File: config.mk
export PLATFORM = sky130hd
export DESIGN_NAME = regfile_wb_arbiter_flat
export DESIGN_NICKNAME = d
export VERILOG_FILES = /design/src/rtl/regfile_wb_arbiter_if.sv /design/src/rtl/regfile_wb_arbiter.sv /design/src/flat_wrapper.sv
export SDC_FILE = /design/constraint.sdc
export NUM_CORES = 1
export LEC_CHECK = 0
export ABC_AREA = 1
export BUFFER_PORTS_ARGS = -buffer_cell sky130_fd_sc_hd__buf_4
export CELL_PAD_IN_SITES_DETAIL_PLACEMENT = 1
export CELL_PAD_IN_SITES_GLOBAL_PLACEMENT = 1
export CORE_MARGIN = 2
export CORE_UTILIZATION = 39
export DETAILED_ROUTE_END_ITERATION = 12
export PLACE_DENSITY_LB_ADDON = 0.1
export SLEW_MARGIN = 20
export SYNTH_ARGS = -nofsm -noshare
export SYNTH_HDL_FRONTEND = slang
export SYNTH_SLANG_ARGS = --single-unit
File: constraint.sdc
create_clock -name clk -period 4.3 [get_ports clk]
set_input_delay 0.645 -clock clk [delete_from_list [all_inputs] [get_ports clk]]
set_output_delay 0.645 -clock clk [all_outputs]
set_load 0.02 [all_outputs]
File: src/rtl/regfile_wb_arbiter_if.sv
// Writeback bus between the two result requesters, decode's hazard check and
// the register-file write port.
interface regfile_wb_arbiter_if #(
  parameter int DATA_W = 32
);
  logic              alu_valid;
  logic [4:0]        alu_addr;
  logic [DATA_W-1:0] alu_data;
  logic              alu_ready;

  logic              mem_valid;
  logic [4:0]        mem_addr;
  logic [DATA_W-1:0] mem_data;
  logic              mem_ready;

  logic              RegWrite;
  logic [4:0]        WriteRegAddr;
  logic [DATA_W-1:0] WriteData;

  logic              issue_valid;
  logic [4:0]        issue_addr;
  logic [4:0]        rs1_addr;
  logic [4:0]        rs2_addr;
  logic              rs1_pending;
  logic              rs2_pending;

  // The arbiter side.
  modport slave (
    input  alu_valid, alu_addr, alu_data,
    output alu_ready,
    input  mem_valid, mem_addr, mem_data,
    output mem_ready,
    output RegWrite, WriteRegAddr, WriteData,
    input  issue_valid, issue_addr, rs1_addr, rs2_addr,
    output rs1_pending, rs2_pending
  );

  // Requesters, decode and the register file together.
  modport master (
    output alu_valid, alu_addr, alu_data,
    input  alu_ready,
    output mem_valid, mem_addr, mem_data,
    input  mem_ready,
    input  RegWrite, WriteRegAddr, WriteData,
    output issue_valid, issue_addr, rs1_addr, rs2_addr,
    input  rs1_pending, rs2_pending
  );
endinterface

File: src/rtl/regfile_wb_arbiter.sv
// Arbitrates the register-file write port between ALU and load writebacks and
// tracks in-flight destination registers for read-after-write hazard checks.
module regfile_wb_arbiter #(
  parameter int DATA_W       = 32,
  parameter int STARVE_LIMIT = 4
) (
  input  logic                  clk,
  input  logic                  reset,
  regfile_wb_arbiter_if.slave   bus
);

  localparam logic [3:0] LIMIT = 4'(STARVE_LIMIT);

  logic [3:0]        starve_cnt_q, starve_cnt_d;
  logic [31:0]       pending_q, pending_d;
  logic              reg_write_q, reg_write_d;
  logic [4:0]        wr_addr_q, wr_addr_d;
  logic [DATA_W-1:0] wr_data_q, wr_data_d;

  logic              alu_win, mem_win;
  logic              alu_acc, mem_acc;

  // Counts lost cycles but never beyond the limit at which ALU is forced through.
  function automatic logic [3:0] starve_next(input logic [3:0] cnt,
                                             input logic       waiting);
    if (!waiting)
      return 4'd0;
    else if (cnt >= LIMIT)
      return LIMIT;
    else
      return cnt + 4'd1;
  endfunction

  // Grant depends only on the valids and the starvation count, never on data.
  always_comb begin
    alu_win = bus.alu_valid && (!bus.mem_valid || (starve_cnt_q == LIMIT));
    mem_win = bus.mem_valid && !alu_win;
    alu_acc = reset && alu_win;
    mem_acc = reset && mem_win;
  end

  assign bus.alu_ready = alu_acc;
  assign bus.mem_ready = mem_acc;

  always_comb begin
    starve_cnt_d = starve_next(starve_cnt_q, bus.alu_valid && !alu_acc);
  end

  // Output register: address and data hold whenever nothing is granted.
  always_comb begin
    reg_write_d = 1'b0;
    wr_addr_d   = wr_addr_q;
    wr_data_d   = wr_data_q;
    if (alu_acc) begin
      wr_addr_d   = bus.alu_addr;
      wr_data_d   = bus.alu_data;
      reg_write_d = (bus.alu_addr != 5'd0);
    end else if (mem_acc) begin
      wr_addr_d   = bus.mem_addr;
      wr_data_d   = bus.mem_data;
      reg_write_d = (bus.mem_addr != 5'd0);
    end
  end

  // A new issue to the register being committed keeps it pending: a younger
  // producer is still in flight.
  always_comb begin
    pending_d = pending_q;
    if (alu_acc)
      pending_d[bus.alu_addr] = 1'b0;
    if (mem_acc)
      pending_d[bus.mem_addr] = 1'b0;
    if (bus.issue_valid && (bus.issue_addr != 5'd0))
      pending_d[bus.issue_addr] = 1'b1;
    pending_d[0] = 1'b0;
  end

  always_ff @(posedge clk or negedge reset) begin
    if (!reset) begin
      starve_cnt_q <= 4'd0;
      pending_q    <= '0;
      reg_write_q  <= 1'b0;
      wr_addr_q    <= 5'd0;
      wr_data_q    <= '0;
    end else begin
      starve_cnt_q <= starve_cnt_d;
      pending_q    <= pending_d;
      reg_write_q  <= reg_write_d;
      wr_addr_q    <= wr_addr_d;
      wr_data_q    <= wr_data_d;
    end
  end

  assign bus.RegWrite     = reg_write_q;
  assign bus.WriteRegAddr = wr_addr_q;
  assign bus.WriteData    = wr_data_q;

  assign bus.rs1_pending  = pending_q[bus.rs1_addr];
  assign bus.rs2_pending  = pending_q[bus.rs2_addr];

endmodule

File: src/flat_wrapper.sv
// flat-port wrapper written by rule: the top's interface ports become plain ports
module regfile_wb_arbiter_flat 
#(
  parameter int DATA_W       = 32,
  parameter int STARVE_LIMIT = 4
)
  (clk, reset, bus_alu_valid, bus_alu_addr, bus_alu_data, bus_alu_ready, bus_mem_valid, bus_mem_addr, bus_mem_data, bus_mem_ready, bus_RegWrite, bus_WriteRegAddr, bus_WriteData, bus_issue_valid, bus_issue_addr, bus_rs1_addr, bus_rs2_addr, bus_rs1_pending, bus_rs2_pending);
  regfile_wb_arbiter_if #(.DATA_W(DATA_W)) bus_i ();
  input  logic clk;
  input  logic reset;
  input wire logic [$bits(bus_i.alu_valid)-1:0] bus_alu_valid;
  input wire logic [$bits(bus_i.alu_addr)-1:0] bus_alu_addr;
  input wire logic [$bits(bus_i.alu_data)-1:0] bus_alu_data;
  output wire logic [$bits(bus_i.alu_ready)-1:0] bus_alu_ready;
  input wire logic [$bits(bus_i.mem_valid)-1:0] bus_mem_valid;
  input wire logic [$bits(bus_i.mem_addr)-1:0] bus_mem_addr;
  input wire logic [$bits(bus_i.mem_data)-1:0] bus_mem_data;
  output wire logic [$bits(bus_i.mem_ready)-1:0] bus_mem_ready;
  output wire logic [$bits(bus_i.RegWrite)-1:0] bus_RegWrite;
  output wire logic [$bits(bus_i.WriteRegAddr)-1:0] bus_WriteRegAddr;
  output wire logic [$bits(bus_i.WriteData)-1:0] bus_WriteData;
  input wire logic [$bits(bus_i.issue_valid)-1:0] bus_issue_valid;
  input wire logic [$bits(bus_i.issue_addr)-1:0] bus_issue_addr;
  input wire logic [$bits(bus_i.rs1_addr)-1:0] bus_rs1_addr;
  input wire logic [$bits(bus_i.rs2_addr)-1:0] bus_rs2_addr;
  output wire logic [$bits(bus_i.rs1_pending)-1:0] bus_rs1_pending;
  output wire logic [$bits(bus_i.rs2_pending)-1:0] bus_rs2_pending;
  assign bus_i.alu_valid = bus_alu_valid;
  assign bus_i.alu_addr = bus_alu_addr;
  assign bus_i.alu_data = bus_alu_data;
  assign bus_alu_ready = bus_i.alu_ready;
  assign bus_i.mem_valid = bus_mem_valid;
  assign bus_i.mem_addr = bus_mem_addr;
  assign bus_i.mem_data = bus_mem_data;
  assign bus_mem_ready = bus_i.mem_ready;
  assign bus_RegWrite = bus_i.RegWrite;
  assign bus_WriteRegAddr = bus_i.WriteRegAddr;
  assign bus_WriteData = bus_i.WriteData;
  assign bus_i.issue_valid = bus_issue_valid;
  assign bus_i.issue_addr = bus_issue_addr;
  assign bus_i.rs1_addr = bus_rs1_addr;
  assign bus_i.rs2_addr = bus_rs2_addr;
  assign bus_rs1_pending = bus_i.rs1_pending;
  assign bus_rs2_pending = bus_i.rs2_pending;
  regfile_wb_arbiter #(.DATA_W(DATA_W), .STARVE_LIMIT(STARVE_LIMIT)) u_core (.clk(clk), .reset(reset), .bus(bus_i));
endmodule
==> run summary, run 1 <==
Ys Warns: 0
Reg2reg setup slack: 2010 ps
Top cell type by total area after synthesis: dfrtp_1
Status: complete, no violations
Worst Path Arrival: 2110 ps
Max VDD drop: 233.9 uV
N_diodes: 0
PortBufs: 135
Die ar.: 0.01255 mm2
Crit path cell chain: inv_1, ha_1, nand3_2, nand2_4, a21oi_4, buf_4, buf_4
Hold WC Path Type: reg2reg
Max-slew headroom: 17.28%
Maximum clock frequency: 0.3625 GHz
Share of the synthesized area in the top cell type: 40.13%
RePlAce Congestion: 0.8977
Area of the multi-input gates: 0.002155 mm2
Fraction of layout cells with a size suffix above 1: 20.77%
Worst-Margin Slew: 1231 ps
CP peak stage delay: 420 ps
Clock root buffer: clkbuf_16
Area Growth Syn to Fin: 29.85%
GRT overflow: 0
DRC viols: 0
Sw Pwr: 0.8201 mW
Netlist cell types: 26
TritonCTS Sinks: 73
Final max-slew violation count: 0
Via density: 5.242
Family with the most delay on the worst path: buffers and inverters
CTS tree: built
Startpoint types: register
Iter 0 DRT Violations: 319
Detailed Routing Iterations Pass 1: 5
Buffer and inverter count on the worst path: 3
Detailed-route via count: 4,964
Int Pwr: 1.638 mW
Fin. Hold Viols: 0
Core area: 0.01142 mm2
Clock Skews: 4.546 ps
Clock-pin slew on the worst setup and hold paths: 50 ps
FP Rows: 39
Flop pwr share: 39.1%
Async SR Flop Fraction: 100.0%
Avg Cell Area, Syn: 6.744 um2
Final wirelength: 16.02 mm
Initial core utilization: 39.86%
R2R depth: 9
FF-to-FF End: u_core.pending_q[27]$_DFF_PN0_
Post-CTS Hold Buffers: 0
Die Y: 112.0 um
Most frequent CP cell: buf_4
Hold Startpoint: u_core.starve_cnt_q[0]$_DFF_PN0_
ANT nets after route: 0
Clock buffer count from CTS: 9
#FFs+latches synth: 73
Worst-path cell with the longest stage delay: a21oi_4
Post-CTS Resized: 0
Tot Pwr: 2.458 mW
Initial antenna violation count: 0
Largest net degree at the start of global routing: 75
RR Startpoint: u_core.starve_cnt_q[0]$_DFF_PN0_
NumNets Final: 897
Clk_lat worst skew: 340 ps
WP depth: 7
Critical Path Sink Type: primary output
Number of fillers in the final layout: 1,518
Leak pwr: 3.232 nW
Hold Crit Depth: 1
Worst Hold Path EP: u_core.starve_cnt_q[0]$_DFF_PN0_
Sw frac: 33.36%
Most common cell after layout, fill and taps aside: nand2_1
Worst EP required: 3650 ps
Post-CTS setup buffer count: 0
Hpwl dp: 11.94 mm
Final setup fails: 0
H-tree depth: 3
Per-cell routed wire length: 16.92 um
Sequential area share after synthesis: 40.13%
Combinational power share: 27.9%
Seq. cell area: 0.001827 mm2
GRT Total Usage: 26.48%
Io pins: 136
Synth area leaders: dfrtp_1 (40%), nand2_1 (19%), nand3_1 (12%), inv_1 (8.3%), o22ai_1 (4.4%)
Chip width: 112.0 um
Top FF cell, synth: dfrtp_1
Clock share of power: 33.0%
Vias in the first global route: 5,184
RSZ-0062 raised after global routing: false
Fin crit period: 2759 ps
Setup TNS: 0 ps
Commonest non-fill, non-tap cells in the layout: nand2_1 (233), buf_4 (138), nand3_1 (111), inv_1 (101), dfrtp_1 (73)
PD cells: 415.9 mW/mm2
Critical path class: reg2out
Mapped Area: 0.004552 mm2
First-pass GRT wire length: 26.25 mm
Launch point of the worst path: u_core.starve_cnt_q[0]$_DFF_PN0_
Max Cap Violations: 0
Post-synth EDFFs: 0
Clock Path Buffers: 2
Mapped Cells: 675
Syn nets: 771
Period utilisation layout: 64.16%
Crit-path max FO: 21
worst reg2reg max path, delay by kind of cell, from the launching register on:
kind          cells  cell delay (ps)
fa+ha+maj         1              150
buf+inv           1               70
flops             1              400
simple gates      7             1550
power by group through the flow:
| stage | Combinational, mW | Clock, mW | Sequential, mW |
|---|---|---|---|
| 2_1_floorplan | 0.330 | 0 | 0.990 |
| 3_3_place_gp | 0.660 | 0 | 0.963 |
| 3_5_place_dp | 0.687 | 0 | 0.967 |
| 4_1_cts | 0.693 | 0.832 | 0.956 |
| 5_1_grt | 0.765 | 0.859 | 0.975 |
| 6_report | 0.685 | 0.812 | 0.961 |
cells by family (layout without fill, tap and decap cells):
logic type,count (synthesis),after routing,synth area share (%)
and+or+nand+nor,426,426,40.52
buffers and inverters,128,257,12.64
DFF,73,73,40.13
AOI/OAI and AO/OA,45,45,6.075
adders and majority gates,2,2,0.5497
other,1,1,0.08238
stage by stage:
stage | std cells | cell area (um2) | worst slack, ps | hold slack [ps] | util (%)
6_report | 947 | 5911 | 1541 | 472.9 | 51.76
5_1_grt | 947 | 5911 | 1364 | 500.4 | 51.76
4_1_cts | 947 | 5911 | 1523 | 477.5 | 51.76
3_5_place_dp | 933 | 5593 | 1688 | 470.2 | 48.98
3_3_place_gp | 933 | 5588 | 1816 | 455.1 | 48.94
2_1_floorplan | 675 | 4552 | 2089 | 349.4 | -
routing by layer:
layer / share of wire (%) / vias to the layer above / GRT usage (%)
met4: 1.4 / 0 / 7.480
met3: 5.2 / 17 / 4.644
met1: 45 / 2412 / 35.17
li1: - / 2387 / -
met2: 49 / 148 / 44.85
met5: 0 / - / 0
registers in the layout, summed over array words and instances, names as in the netlist:
| register | cells |
|---|---|
| u_core.bus.WriteData | 32 |
| u_core.pending_q | 31 |
| u_core.bus.WriteRegAddr | 5 |
| u_core.starve_cnt_q | 4 |
| u_core.bus.RegWrite | 1 |
cell type report:
cell class / count / share of cell area [%]
Clock buffer: 11 / 4.276
Clock inverter: 3 / 1.101
Inverter: 105 / 6.710
Multi-Input combinational cell: 474 / 36.45
Sequential cell: 73 / 30.91
Tap cell: 143 / 3.027
Timing Repair Buffer: 138 / 17.53
worst max-delay path by stage:
stage / endpoint / slack, ps
2_1_floorplan: bus_rs1_pending / 2090
3_3_place_gp: bus_rs1_pending / 1820
3_5_place_dp: bus_rs1_pending / 1690
4_1_cts: bus_mem_ready / 1520
5_1_grt: bus_mem_ready / 1360
6_report: bus_mem_ready / 1540
cells in the mapped netlist (all sizes together) (2+ instances only):
library cell and instances:
dfrtp 73, o21ai 10, nand3 113, nor2 50
nor3 28, clkbuf 2, nand2 234, buf 21
ha 2, inv 105, o22ai 32, a21oi 3
Power figures use the tool's default switching activity.
==> inputs of run 2 (changes only) <==
--- a/config.mk
+++ b/config.mk
@@ -5,12 +5,12 @@
 export SDC_FILE = /design/constraint.sdc
 export NUM_CORES = 1
 export LEC_CHECK = 0
-export ABC_AREA = 1
+export ABC_AREA = 0
 export BUFFER_PORTS_ARGS = -buffer_cell sky130_fd_sc_hd__buf_4
 export CELL_PAD_IN_SITES_DETAIL_PLACEMENT = 1
 export CELL_PAD_IN_SITES_GLOBAL_PLACEMENT = 1
 export CORE_MARGIN = 2
-export CORE_UTILIZATION = 39
+export CORE_UTILIZATION = 38
 export DETAILED_ROUTE_END_ITERATION = 12
 export PLACE_DENSITY_LB_ADDON = 0.1
 export SLEW_MARGIN = 20
==> constraint.sdc (replaced) <==
create_clock -name clk -period 2.84 [get_ports clk]
set_input_delay 0.426 -clock clk [delete_from_list [all_inputs] [get_ports clk]]
set_output_delay 0.426 -clock clk [all_outputs]
set_load 0.02 [all_outputs]
==> run 2 against run 1 <==
Net effect: count of clock-buffer cells in the layout is 2 higher; power is 22% higher; first-iteration DRC count is 53% lower; routed wire length is 17% lower; worst hold slack worse by 310 ps; non-clock buffer count is 5 higher; cell count is 28% lower; sequential share of layout area is 2.9 points higher; core utilization is 0.19 points higher; clock power is 8.6% lower; via count is 22% lower.
==> run summary, run 2 <==
Status: complete, no violations
Commonest cells in the netlist: dfrtp_1 (73), inv_1 (45), a21oi_1 (44)
Detailed Routing Iterations Pass 1: 4 (-1)
Synth area leaders: dfrtp_1 (45%), a22o_1 (5.8%), o22ai_1 (5.6%), a21oi_1 (5.4%), a22oi_1 (4.6%)
ANT nets after route: 0 (unchanged)
Crit-path max FO: 8 (-62%)
Post-synth EDFFs: 0 (unchanged)
#FFs+latches synth: 73 (unchanged)
Clock Skews: 6.210 ps (+1.663 ps)
RePlAce Congestion: 0.8304 (-7.5%)
Mapped Cells: 412 (-39%)
DP Area: 0.005238 mm2 (-6.4%)
Core area: 0.01042 mm2 (-8.8%)
Initial core utilization: 39.34% (-0.52 points)
RSZ-0062 raised after global routing: false
TritonCTS Sinks: 73 (unchanged)
Die ar.: 0.01163 mm2 (-7.3%)
GRT Total Usage: 23.80% (-2.7 points)
Clock buffer count from CTS: 9 (unchanged)
Io pins: 136 (unchanged)
Max VDD drop: 246.7 uV (+5.5%)
Commonest non-fill, non-tap cells in the layout: buf_4 (143), dfrtp_1 (73), inv_1 (45), a21oi_1 (44), o22ai_1 (37)
Avg Cell Area, Syn: 9.946 um2 (+47%)
Xor and xnor area share after synthesis: 0% (unchanged)
DP Cell Count: 665 (-29%)
Pre-CTS setup slack: 722.1 ps (-965.5 ps)
Vias in the first global route: 4,070 (-21%)
CTS tree: built
Post-synthesis mux area share: 7.695% (+7.7 points)
Final wirelength: 13.32 mm (-17%)
Setup TNS: 0 ps (unchanged)
Hold Slack: 167.4 ps (-305.6 ps)
Leak pwr: 2.552 nW (-21%)
Via density: 5.658 (+7.9%)
Hpwl dp: 10.37 mm (-13%)
Sequential area share after synthesis: 44.58% (+4.4 points)
Clock Path Buffers: 2 (unchanged)
Mapped Area: 0.004098 mm2 (-10%)
Clock root buffer: clkbuf_8
Syn nets: 508 (-34%)
Post-CTS Resized: 0 (unchanged)
Simple-gate share of the synthesized area: 11.97% (-29 points)
Ys Warns: 0 (unchanged)
Share of the synthesized area in the top cell type: 44.58% (+4.4 points)
Adder-cell share of the synthesized area: 0.6107% (+0.061 points)
Layout Cells excl Fill: 681 (-28%)
Post-CTS Hold Buffers: 0 (unchanged)
Detailed-route via count: 3,853 (-22%)
Max reg flops: 32 (unchanged)
Chip width: 107.8 um (-3.7%)
Clk_lat worst skew: 350 ps (about the same)
Period utilisation layout: 80.16%
Initial antenna violation count: 0 (unchanged)
Synth Area in Compound Gates: 28.21% (+22 points)
Max Cap Violations: 0 (unchanged)
Family with the most delay on the worst path: buffers and inverters
Area Growth Syn to Fin: 32.06%
Final max-slew violation count: 0 (unchanged)
H-tree depth: 3 (unchanged)
Per-cell routed wire length: 19.57 um (+16%)
Async SR Flop Fraction: 100.0% (unchanged)
Cell area after layout: 0.005411 mm2 (-8.4%)
NumNets Final: 636 (-29%)
Most common cell after layout, fill and taps aside: buf_4
Top cell type by total area after synthesis: dfrtp_1
Startpoint types: register
Worst-Margin Slew: 1050 ps (-180.9 ps)
PD cells: 554.0 mW/mm2 (+33%)
Largest family of logic cells by synthesized area: compound AO/OA/AOI/OAI gates
Fraction of layout cells with a size suffix above 1: 31.38% (+11 points)
First-pass GRT wire length: 21.47 mm (-18%)
Final setup fails: 0 (unchanged)
Hold WC Path Type: in2async
Fin worst setup slack: 563.4 ps (-977.6 ps)
GRT overflow: 0 (unchanged)
Critical path class: reg2out
Post-CTS setup buffer count: 0 (unchanged)
Iter 0 DRT Violations: 151 (-53%)
Fin crit period: 2277 ps
Count leader, synth: dfrtp_1
DRC viols: 0 (unchanged)
Die Y: 107.8 um (-3.7%)
Largest net degree at the start of global routing: 39 (-48%)
Buffer and inverter count on the worst path: 3 (unchanged)
Worst Path Arrival: 1850 ps (-260 ps)
Crit path cell chain: inv_1, ha_1, nand4b_1, nand3_1, clkinv_1, buf_4
Maximum clock frequency: 0.4393 GHz
FP Rows: 37 (-5.1%)
N_diodes: 0 (unchanged)
Max-slew headroom: 29.82% (+13 points)
Worst-path cell with the longest stage delay: dfrtp_1
Worst EP required: 2410 ps (-1240 ps)
Fin. Hold Viols: 0 (unchanged)
Critical Path Sink Type: primary output
PortBufs: 135 (unchanged)
CP peak stage delay: 410 ps (about the same)
Clock-pin slew on the worst setup and hold paths: 70 ps (+20 ps)
Netlist cell types: 43 (+65%)
Top FF cell, synth: dfrtp_1
run 2: cell type report:
| type | instances | area [um2] |
|---|---|---|
| fillers | 1221 | 5005 |
| multi-input cells | 267 | 1994 |
| flip-flops and latches | 73 | 1827 |
| repair buffers | 143 | 1074 |
| inverters | 46 | 172.7 |
| well taps | 136 | 170.2 |
| clock buffers | 13 | 158.9 |
| clock inverters | 3 | 15.01 |
run 2: report_power, final:
| part | internal (mW) | switching (mW) | leakage [nW] |
|---|---|---|---|
| logic | 0.429 | 0.440 | 1.62 |
| registers | 1.23 | 0.157 | 0.842 |
| clock network | 0.362 | 0.380 | 0.0932 |
run 2: per-stage QoR:
| stage | util (%) | power [mW] |
|---|---|---|
| after floorplan | - | 1.856 |
| after global placement | 50.28 | 2.245 |
| after detailed placement | 50.28 | 2.281 |
| after CTS | 51.95 | 3.023 |
| after global routing | 51.95 | 3.165 |
| final | 51.95 | 2.998 |
run 2: final timing paths:
| kind | startpoint | end | slack, ps | cells after the start |
|---|---|---|---|---|
| max | u_core.starve_cnt_q[0]$_DFF_PN0_ | bus_mem_ready | 560 | 6 |
| min | reset | u_core.starve_cnt_q[1]$_DFF_PN0_ | 170 | 2 |
| max reg2reg | u_core.starve_cnt_q[0]$_DFF_PN0_ | u_core.pending_q[23]$_DFF_PN0_ | 680 | 6 |
| min reg2reg | u_core.starve_cnt_q[0]$_DFF_PN0_ | u_core.starve_cnt_q[0]$_DFF_PN0_ | 490 | 1 |
| max in group asynchronous | reset | u_core.bus.WriteData[19]$_DFFE_PN0P_ | 2300 | 2 |
| min in group clk | bus_alu_data[21] | u_core.bus.WriteData[21]$_DFFE_PN0P_ | 340 | 3 |
run 2: cell families (layout without fill, tap and decap cells):
family,Yosys count,count (layout)
compound gates,159,159
buf+inv,72,205
simple gates,81,81
flops,73,73
other cells,1,1
mux,24,24
fa+ha+maj,2,2
run 2: worst register-to-register path: cells and delay by family, from the launching register on:
kind                       cells  cell delay (ps)
buffers and inverters          1               70
AOI/OAI and AO/OA              3             1180
adders and majority gates      1              230
DFF                            1              410
and+or+nand+nor                1              170
run 2: per-layer routing:
metal	part of all wire, %	wire length [um]	GRT usage (%)	up-vias
met2	50	6636	40.57	126
met5	0	0	0	-
met3	6.5	869	6.295	14
met4	1.6	210	7.601	0
met1	42	5608	29.31	1907
li1	-	-	-	1806
